File: config.mk
export PLATFORM = sky130hd
export DESIGN_NAME = pc_sequencer
export DESIGN_NICKNAME = d
export VERILOG_FILES = /design/src/rtl/pc_sequencer.sv
export SDC_FILE = /design/constraint.sdc
export NUM_CORES = 1
export LEC_CHECK = 0
export ABC_AREA = 0
export CAP_MARGIN = 20
export CORE_AREA = 5 5 69 71
export CTS_CLUSTER_DIAMETER = 80
export DETAILED_ROUTE_END_ITERATION = 16
export DIE_AREA = 0 0 74 76
export PLACE_DENSITY = 0.75
export SLEW_MARGIN = 10
export SYNTH_ARGS = -nofsm -noshare
export SYNTH_HDL_FRONTEND = slang
export SYNTH_SLANG_ARGS = --single-unit
File: constraint.sdc
create_clock -name i_clk -period 3.01 [get_ports i_clk]
set_input_delay 0.602 -clock i_clk [delete_from_list [all_inputs] [get_ports i_clk]]
set_output_delay 0.602 -clock i_clk [all_outputs]
set_load 0.02 [all_outputs]
File: src/rtl/pc_sequencer.sv
// Run-control sequencer for the fetch pipeline: takes LOAD/RUN/STEP/ABORT commands and
// drives the PC enable/advance flags, counting every cycle in which the PC advances.
module pc_sequencer #(
    parameter int SIZE_CYCLE = 32
) (
    input  logic                  i_clk,
    input  logic                  i_reset,
    input  logic                  i_cmd_valid,
    input  logic [1:0]            i_cmd,
    output logic                  o_cmd_ready,
    input  logic                  i_load_done,
    input  logic                  i_flag_halt,
    input  logic                  i_stall,
    output logic                  o_enable,
    output logic                  o_flag_start_pc,
    output logic                  o_flag_load_pc,
    output logic [2:0]            o_state,
    output logic [SIZE_CYCLE-1:0] o_cycle_count
);

    typedef enum logic [2:0] {
        ST_IDLE   = 3'd0,
        ST_LOAD   = 3'd1,
        ST_RUN    = 3'd2,
        ST_STEP   = 3'd3,
        ST_HALTED = 3'd4
    } state_t;

    typedef enum logic [1:0] {
        CMD_LOAD  = 2'b00,
        CMD_RUN   = 2'b01,
        CMD_STEP  = 2'b10,
        CMD_ABORT = 2'b11
    } cmd_t;

    state_t                state_q, state_d;
    logic                  enable_q;
    logic [SIZE_CYCLE-1:0] count_q, count_d;
    cmd_t                  cmd_w;
    logic                  abort_w;
    logic                  accept_w;
    logic                  load_accept_w;

    assign cmd_w         = cmd_t'(i_cmd);
    // ABORT bypasses the ready handshake so it can break out of any state.
    assign abort_w       = i_cmd_valid && (cmd_w == CMD_ABORT);
    assign o_cmd_ready   = (state_q == ST_IDLE) || (state_q == ST_HALTED);
    assign accept_w      = i_cmd_valid && o_cmd_ready && !abort_w;
    assign load_accept_w = accept_w && (cmd_w == CMD_LOAD);

    assign o_enable        = enable_q;
    assign o_flag_start_pc = enable_q && !i_stall && !i_flag_halt;
    assign o_flag_load_pc  = !o_flag_start_pc;
    assign o_state         = state_q;
    assign o_cycle_count   = count_q;

    always_comb begin
        // NOTE: defaults assigned first so every path drives state_d and no latch is inferred.
        state_d = state_q;
        case (state_q)
            ST_IDLE: begin
                if (abort_w) begin
                    state_d = ST_IDLE;
                end else if (accept_w) begin
                    case (cmd_w)
                        CMD_LOAD: state_d = ST_LOAD;
                        CMD_RUN:  state_d = ST_RUN;
                        CMD_STEP: state_d = ST_STEP;
                        default:  state_d = ST_IDLE;
                    endcase
                end
            end
            ST_LOAD: begin
                if (abort_w || i_load_done) state_d = ST_IDLE;
            end
            ST_RUN: begin
                if (abort_w)          state_d = ST_IDLE;
                else if (i_flag_halt) state_d = ST_HALTED;
            end
            ST_STEP: begin
                if (abort_w)          state_d = ST_IDLE;
                else if (i_flag_halt) state_d = ST_HALTED;
                else                  state_d = ST_IDLE;
            end
            ST_HALTED: begin
                // RUN and STEP are consumed here but leave the sequencer halted.
                if (abort_w)            state_d = ST_IDLE;
                else if (load_accept_w) state_d = ST_LOAD;
            end
            default: state_d = ST_IDLE;
        endcase
    end

    always_comb begin
        count_d = count_q;
        if (load_accept_w) begin
            count_d = '0;
        end else if (o_flag_start_pc && (count_q != {SIZE_CYCLE{1'b1}})) begin
            count_d = count_q + SIZE_CYCLE'(1);
        end
    end

    // NOTE: sequential state uses non-blocking assignments so all flops update together.
    always_ff @(posedge i_clk) begin
        if (i_reset) begin
            state_q  <= ST_IDLE;
            enable_q <= 1'b0;
            count_q  <= '0;
        end else begin
            state_q  <= state_d;
            enable_q <= (state_d == ST_RUN) || (state_d == ST_STEP);
            count_q  <= count_d;
        end
    end

endmodule

# --- After elaboration in Yosys (flattened, before gate mapping) ---
# Index checks and enable logic that the tools add are counted.
totals:
  regBits: 36
  latchBits: 0
  mem_bits_rw: 0
  mem_bits_ro: 0
  mem_count: 0
op_classes:
  n_addsub: 1
  n_mul: 0
  div_mod_pow: 0
  order_cmp: 0
  eq_ne: 10
  shift: 0
  muxes: 11
  n_bitwise: 0
  n_reduce_logical: 17
op_table:
  columns: ["op", "n"]
  rows:
  - ["adder 32 x 1 -> 32 bit, second input constant", 1]
  - ["!= test 32 bit, second input constant", 1]
  - ["2-to-1 mux 3 bit", 9]
  - ["one-hot mux 3 bit (5 select lines)", 1]
  - ["equality test 3 x 2 -> 1 bit, second input constant", 4]
  - ["logical AND 1 bit", 7]
  - ["one-hot mux 2 bit (3 select lines)", 1]
  - ["equality test 2 bit, second input constant", 2]
  - ["logical NOT 1 bit", 4]
  - ["equality test 3 x 1 -> 1 bit, second input constant", 1]
  - ["equality test 3 bit, second input constant", 1]
  - ["logical NOT 3 bit", 1]
  - ["logical OR 1 bit", 3]
  - ["equality test 2 x 1 -> 1 bit, second input constant", 1]
  - ["logical NOT 2 bit", 1]
  - ["OR reduction 2 bit", 1]

# --- Depth between registers and ports, before layout ---
# Gate-level depths: netlist of run 1.
logic_depth:
  depth_word: 10
  ltp_mapped: 8
  ltp_nobuf: 7

# --- Least setup slack after synthesis of run 1 ---
# No wires, ideal clock.
synth_path:
  path_type: "input to register"
  from: "in i_flag_halt"
  to: "reg count_q[30], in the netlist o_cycle_count[30]"
  setup_time_ns: 0.070
  arrival_ns: 2.335
  required_ns: 2.940
  slack_ns: 0.605
  cell_stages: 8
  n_path_buf: 1
  cell_sequence: "nor2_1 > nand2_1 > clkinv_1 > nand3_1 > or3_1 > buf_2 > or4_1 > a21oi_1"
synth_via:
  elab_chain_cells: 3
synth_rtl:
  columns: ["item", "line_no", "rtl"]
  rows:
  - ["start, declared", "12", "input logic i_flag_halt,"]
  - ["logical NOT 1 bit", "52", "assign o_flag_start_pc = enable_q && !i_stall && !i_flag_halt;"]
  - ["logical AND 1 bit", "52", null]
  - ["via o_flag_start_pc", "15", "output logic o_flag_start_pc,"]
  - ["logical AND 1 bit", "98", "end else if (o_flag_start_pc && (count_q != {SIZE_CYCLE{1'b1}})) begin"]
  - ["end signal, assigned", "112", "count_q <= count_d;"]
  - ["end, declared", "38", "logic [SIZE_CYCLE-1:0] count_q, count_d;"]
# The timed path passes the listed nets, and every way through them passes these cells.
# A chain may end at the register's enable or synchronous reset.

# --- Final worst setup path of run 1 ---
layout_path:
  from: "in i_flag_halt"
  to: "out o_flag_start_pc"
layout_via:
  elab_chain_cells: 2
layout_rtl:
  columns: ["item", "line_no"]
  rows:
  - ["logical NOT 1 bit", "52"]
  - ["logical AND 1 bit", "52"]
  - ["end, declared", "15"]
# No other way between the ends.

==> results of run 1 <==
## cell usage after synthesis, types with 2 or more instances
cell type   n  area (um^2)
dfxtp_1    36          721
a21oi_1    24          120
o21ai_0    19         95.1
nand2_1    17         63.8
or3_1      16          100
nand3_1    12         60.1
nand4_1    11         68.8
nor2_1      8         30.0
nor4_1      8         50.1
inv_1       6         22.5
and3_1      5         31.3
and4_1      4         35.0
ha_1        4         50.1
o211ai_1    4         30.0
or4_1       4         30.0
xnor2_1     4         35.0
a21o_1      3         22.5
a31oi_1     3         18.8
buf_2       3         15.0
clkbuf_1    3         11.3
nor3_1      3         15.0
o31ai_1     3         22.5
nor2b_1     2         12.5
o21a_1      2         15.0
o31a_1      2         17.5
or2_2       2         12.5
or3_2       2         15.0
## final cells by class
type                       instances  share of cell area (%)
multi-input combinational        176                    43.6
sequential                        36                    29.1
timing repair buffer              51                    20.0
clock buffer                       8                    3.64
tap                               52                    2.63
inverter                           7                    1.06
## layer usage
metal  vias up  share of wire, %  global-route usage [%]
li1        963                 -                       -
met1       881                48                    22.7
met2        49                46                    26.4
met3         5               5.3                    3.30
met4         0              0.77                    4.89
met5         -                 0                       0
## logic make-up (layout without fill, tap and decap cells)
group | Yosys count | count (layout) | synth area share (%)
AO/OA/AOI/OAI | 65 | 65 | 20.6
XOR/XNOR | 4 | 4 | 1.88
adder cells (fa/ha/maj) | 4 | 4 | 2.68
buffers and inverters | 15 | 66 | 3.62
flip-flops | 36 | 36 | 38.6
multiplexers | 1 | 1 | 0.603
AND/OR/NAND/NOR | 102 | 102 | 32.0
## registers in the layout, indices dropped and copies added (netlist names)
signal,flops
o_state,3
o_enable,1
o_cycle_count,32
## cell usage in the layout (no fill, tap or decap), drive strengths merged
| master | n |
|---|---|
| o21ai | 19 |
| ha | 4 |
| clkbuf | 9 |
| nor3 | 3 |
| nor4 | 8 |
| buf | 4 |
| o31a | 2 |
| a21oi | 24 |
| o21a | 2 |
| mux2 | 1 |
| and4 | 5 |
| and2 | 1 |
| or4 | 5 |
| a211oi | 1 |
| nand2 | 17 |
| o31ai | 3 |
| a31o | 1 |
| and3 | 5 |
| a2111oi | 1 |
| nand3b | 1 |
| dfxtp | 36 |
| inv | 6 |
| o41ai | 1 |
| nor2 | 8 |
| or2 | 2 |
| xnor2 | 4 |
| o211ai | 4 |
| clkinv | 1 |
| nand4 | 12 |
| clkdlybuf4s50 | 46 |
| or3 | 19 |
| a21o | 3 |
| nand2b | 1 |
| a31oi | 3 |
| nand3 | 12 |
| a211o | 1 |
| nor2b | 2 |
| or4b | 1 |
## critical path, cell delays in order
cell and delay, ns:
clkdlybuf4s50_1 0.49, nor2_1 0.05, nand2_1 0.20, clkinv_1 0.18
clkdlybuf4s50_1 0.57
## per-stage QoR
stage          cell area, um^2  hold slack, ns  instances
2_1_floorplan             1870           0.561        227
3_3_place_gp              2380           0.487        321
3_5_place_dp              2380           0.492        321
4_1_cts                   2470           0.507        329
5_1_grt                   2480           0.543        330
6_report                  2480           0.505        330
## power by group
group / internal, mW / total [mW] / leakage [nW] / switching [mW]
registers: 0.479 / 0.482 / 0.290 / 0.00314
clock network: 0.187 / 0.353 / 0.0455 / 0.166
logic: 0.0272 / 0.0593 / 0.458 / 0.0322
total: 0.693 / 0.894 / 0.793 / 0.201
## worst max-delay path by stage
stage                      from           endpoint  depth (start not counted)
global placement    i_flag_halt  o_cycle_count[31]                          9
floorplan           i_flag_halt  o_cycle_count[30]                          8
finish              i_flag_halt    o_flag_start_pc                          5
global route        i_flag_halt    o_flag_start_pc                          5
detailed placement  i_flag_halt  o_cycle_count[31]                          9
CTS                 i_flag_halt    o_flag_start_pc                          5
==> results.json, run 1 <==
{
  "grt_overflow_total": 0,
  "synth_fp_nets": 239,
  "peakVddDrop_v": 0.000219,
  "ys_ff_latch": 36,
  "die_x_um": 74,
  "yosysUniqueCellTypes": 44,
  "outcome": "finished, final reports clean",
  "worstReg2RegEnd": "o_cycle_count[30]",
  "worstSetupPathType": "primary input to output port",
  "ys.flop_type": "dfxtp_1",
  "fmax_mhz": 370,
  "syn-cell-area_um2": 1870,
  "initial_core_util_pct": 44.7,
  "fin_setup_tns_ns": 0,
  "crit_path_start_kind": "primary input",
  "dr.pass1.iters": 4,
  "regArea_um2": 721,
  "cts_setup_buffers": 0,
  "vias": 1898,
  "die_y_um": 76,
  "finClkSkew_ns": 0.00351,
  "power.density_nw_per_um2": 361,
  "num-nets-final": 289,
  "grt_pass1_wl_mm": 7.67,
  "fin_crit_sh_pct": 89.8,
  "ant_nets": 0,
  "tightest_slew_ns": 0.714,
  "port_buffers": 46,
  "io_pins": 47,
  "area_growth_pct": 32.6,
  "drv_slew": 0,
  "drv_cap": 0,
  "clockBufferDepth": 2,
  "leakage_nw": 0.793,
  "postSynthCellCount": 227,
  "coreArea_um2": 4170,
  "vias_per_cell": 5.75,
  "yosys_warnings": 0,
  "clock_sinks": 36,
  "worstReg2RegStart": "o_cycle_count[9]",
  "worstRegToRegCells": 5,
  "setup_viol": 0,
  "finalCriticalPeriod_ns": 2.70,
  "dp_hpwl_mm": 3.45,
  "fin_util_pct": 59.3,
  "grt_max_degree": 12,
  "antenna_found_initial": 0,
  "multiInputGateArea_um2": 1080,
  "drive_above_1_share_pct": 8.27,
  "min_from": "o_state[0]",
  "synth-edff-count": 0,
  "synth-seq-area-share_pct": 38.6,
  "whs_endpoint": "o_enable",
  "cp.required_ns": 2.41,
  "grt_pass1_vias": 1690,
  "critical_path_peak_fanout": 9,
  "relSlewSlack_pct": 51.2,
  "clk_latency_ns": 0.28,
  "wire_per_inst_um": 14.1,
  "design_power_total_mw": 0.894,
  "track_usage_pct": 16.7,
  "antenna_cells": 0,
  "cts.clk_slew.worst_paths_ns": 0.07,
  "r2r_slack_ns": 0.69,
  "dieArea_um2": 5620,
  "wl_mm": 4.66,
  "cts-resized-gates": 0,
  "synth.avg_cell_area_um2": 8.22,
  "cp-end-kind": "output port",
  "fp-row-count": 24,
  "drtIter0Drc": 60,
  "rsz0062_at_grt": "no",
  "tritoncts": "built",
  "gp_congestion": 0.782,
  "clockRootBuffer": "clkbuf_8",
  "fillCellCount": 393,
  "async_reset_ff_share_pct": 0,
  "setup_slack_ns": 0.308,
  "holdPathStages": 1,
  "numCtsBuffers": 5,
  "pre_cts_slack_ns": 0.237,
  "htree_levels": 2,
  "drc": 0,
  "holdBufCountCts": 0,
  "hold_path_class": "register to register",
  "hold_violations": 0,
  "worst_ep_arrival_time_ns": 2.10
}
No activity file was read; power rests on OpenSTA's default activity.
==> run 2: changes to the inputs <==
REMOVE_ABC_BUFFERS = 1   (was default)
==> results.json, run 2 (synthesis results as in run 1) <==
{
  "track_usage_pct": 17.3,
  "grt_overflow_total": 0,
  "drtIter0Drc": 90,
  "dieArea_um2": 5620,
  "rsz0062_at_grt": "no",
  "port_buffers": 46,
  "dr.pass1.iters": 4,
  "clkPwrFrac_pct": 39.8,
  "gp_congestion": 0.745,
  "clockRootBuffer": "clkbuf_8",
  "grt_pass1_vias": 1731,
  "path_delay_family": "buffers and inverters",
  "largest_register_ffs": 32,
  "relSlewSlack_pct": 51.4,
  "switching_share_pct": 23.3,
  "drive_above_1_share_pct": 8.66,
  "die_y_um": 76,
  "final-instance-count-excl-fill": 329,
  "vias": 1914,
  "antenna_found_initial": 0,
  "grt_pass1_wl_mm": 7.88,
  "setup_slack_ns": 0.371,
  "startpoint": "i_flag_halt",
  "critical_path_peak_fanout": 9,
  "cts_setup_buffers": 0,
  "drv_cap": 0,
  "area_growth_pct": 32.4,
  "tightest_slew_ns": 0.711,
  "num-nets-final": 288,
  "slowest_delay_ns": 0.61,
  "cp-end-kind": "output port",
  "dp_hpwl_mm": 3.35,
  "wl_mm": 4.57,
  "grt_max_degree": 20,
  "clockBufferDepth": 2,
  "critPathSlowestCell": "clkdlybuf4s50_1",
  "numCtsBuffers": 5,
  "path_buf_inv": 3,
  "fin_setup_tns_ns": 0,
  "coreArea_um2": 4170,
  "crit_chain": "clkdlybuf4s50_1, nor2_1, nand2_1, clkinv_1, clkdlybuf4s50_1",
  "finClkSkew_ns": 0.00515,
  "r2r_slack_ns": 0.71,
  "outcome": "finished, final reports clean",
  "worstSetupPathType": "primary input to output port",
  "layout.cells.most_common": "clkdlybuf4s50_1",
  "drv_slew": 0,
  "cts.clk_slew.worst_paths_ns": 0.07,
  "holdBufCountCts": 0,
  "finalCriticalPeriod_ns": 2.64,
  "layout_common_cells": "clkdlybuf4s50_1, dfxtp_1, a21oi_1",
  "worstReg2RegStart": "o_cycle_count[9]",
  "initial_core_util_pct": 44.7,
  "die_x_um": 74,
  "ant_nets": 0,
  "fin_crit_sh_pct": 87.7,
  "worstRegToRegCells": 5,
  "hold_slack_ns": 0.506,
  "seqPwrFrac_pct": 53.8,
  "fp-row-count": 24,
  "htree_levels": 2,
  "drc": 0,
  "setup_viol": 0,
  "cts-resized-gates": 0,
  "leakage_nw": 0.793,
  "fillCellCount": 407,
  "dp_cells": 320,
  "cp.required_ns": 2.41,
  "io_pins": 47,
  "tritoncts": "built",
  "worstReg2RegEnd": "o_cycle_count[30]",
  "antenna_cells": 0,
  "hold_violations": 0,
  "hold_path_class": "register to register",
  "fmax_mhz": 379,
  "crit_path_start_kind": "primary input",
  "clock_sinks": 36,
  "p_int_mw": 0.688,
  "path_common_cell": "clkdlybuf4s50_1",
  "peakVddDrop_v": 0.000204,
  "clk_latency_ns": 0.29,
  "pre_cts_slack_ns": 0.362,
  "fin_util_pct": 59.2,
  "wire_per_inst_um": 13.9,
  "power.density_nw_per_um2": 363,
  "p_sw_mw": 0.209,
  "cp_num_cells": 5,
  "endpoint": "o_flag_start_pc",
  "worst_ep_arrival_time_ns": 2.04,
  "vias_per_cell": 5.82,
  "power_frac_comb_pct": 6.4
}
-- run 2: cell types whose count changed in the layout (fill, tap and decap cells not counted) --
cell      previous run  this run
clkbuf_1             2         0
clkinv_2             0         2
buf_4                4         3
-- run 2: how the worst min path moves through the flow --
stage / depth (start not counted) / slack [ns] / start / to
after floorplan: 1 / 0.56 / o_cycle_count[5] / o_cycle_count[5]
final: 1 / 0.51 / o_state[0] / o_state[1]
after detailed placement: 1 / 0.50 / o_cycle_count[5] / o_cycle_count[5]
after CTS: 1 / 0.50 / o_state[0] / o_enable
after global placement: 2 / 0.48 / o_cycle_count[30] / o_cycle_count[30]
after global routing: 1 / 0.52 / o_state[0] / o_enable
-- run 2: power by group through the flow --
stage                     Clock (mW)  Combinational [mW]  Sequential [mW]
after floorplan                    0              0.0244            0.496
final                          0.357              0.0575            0.482
after detailed placement           0              0.0577            0.493
after global placement             0              0.0569            0.493
after global routing           0.387              0.0626            0.482
after CTS                      0.365              0.0580            0.482
-- run 2: metal layers --
layer	share of wire, %	GRT usage, %
met5	0	0
met4	1.4	5.43
met3	4.4	5.01
met1	46	21.8
met2	48	28.0
-- run 2: layout make-up --
cell class,count,area [um^2],area share (%)
flip-flops and latches,36,721,29.2
well taps,52,65.1,2.63
clock buffers,6,82.6,3.34
clock inverters,2,10.0,0.405
multi-input cells,176,1080,43.6
inverters,7,26.3,1.06
repair buffers,50,488,19.7
-- run 2: worst reg2reg max path: cells and delay by family (launching register included) --
kind / cells / cell delay, ns
AOI/OAI and AO/OA: 1 / 0.14
DFF: 1 / 0.43
and+or+nand+nor: 4 / 1.67
-- run 2: per-stage QoR --
step,area [um^2],power [mW]
after global placement,2370,0.550
after floorplan,1830,0.521
after global routing,2470,0.932
final,2470,0.896
after detailed placement,2370,0.551
after CTS,2470,0.905
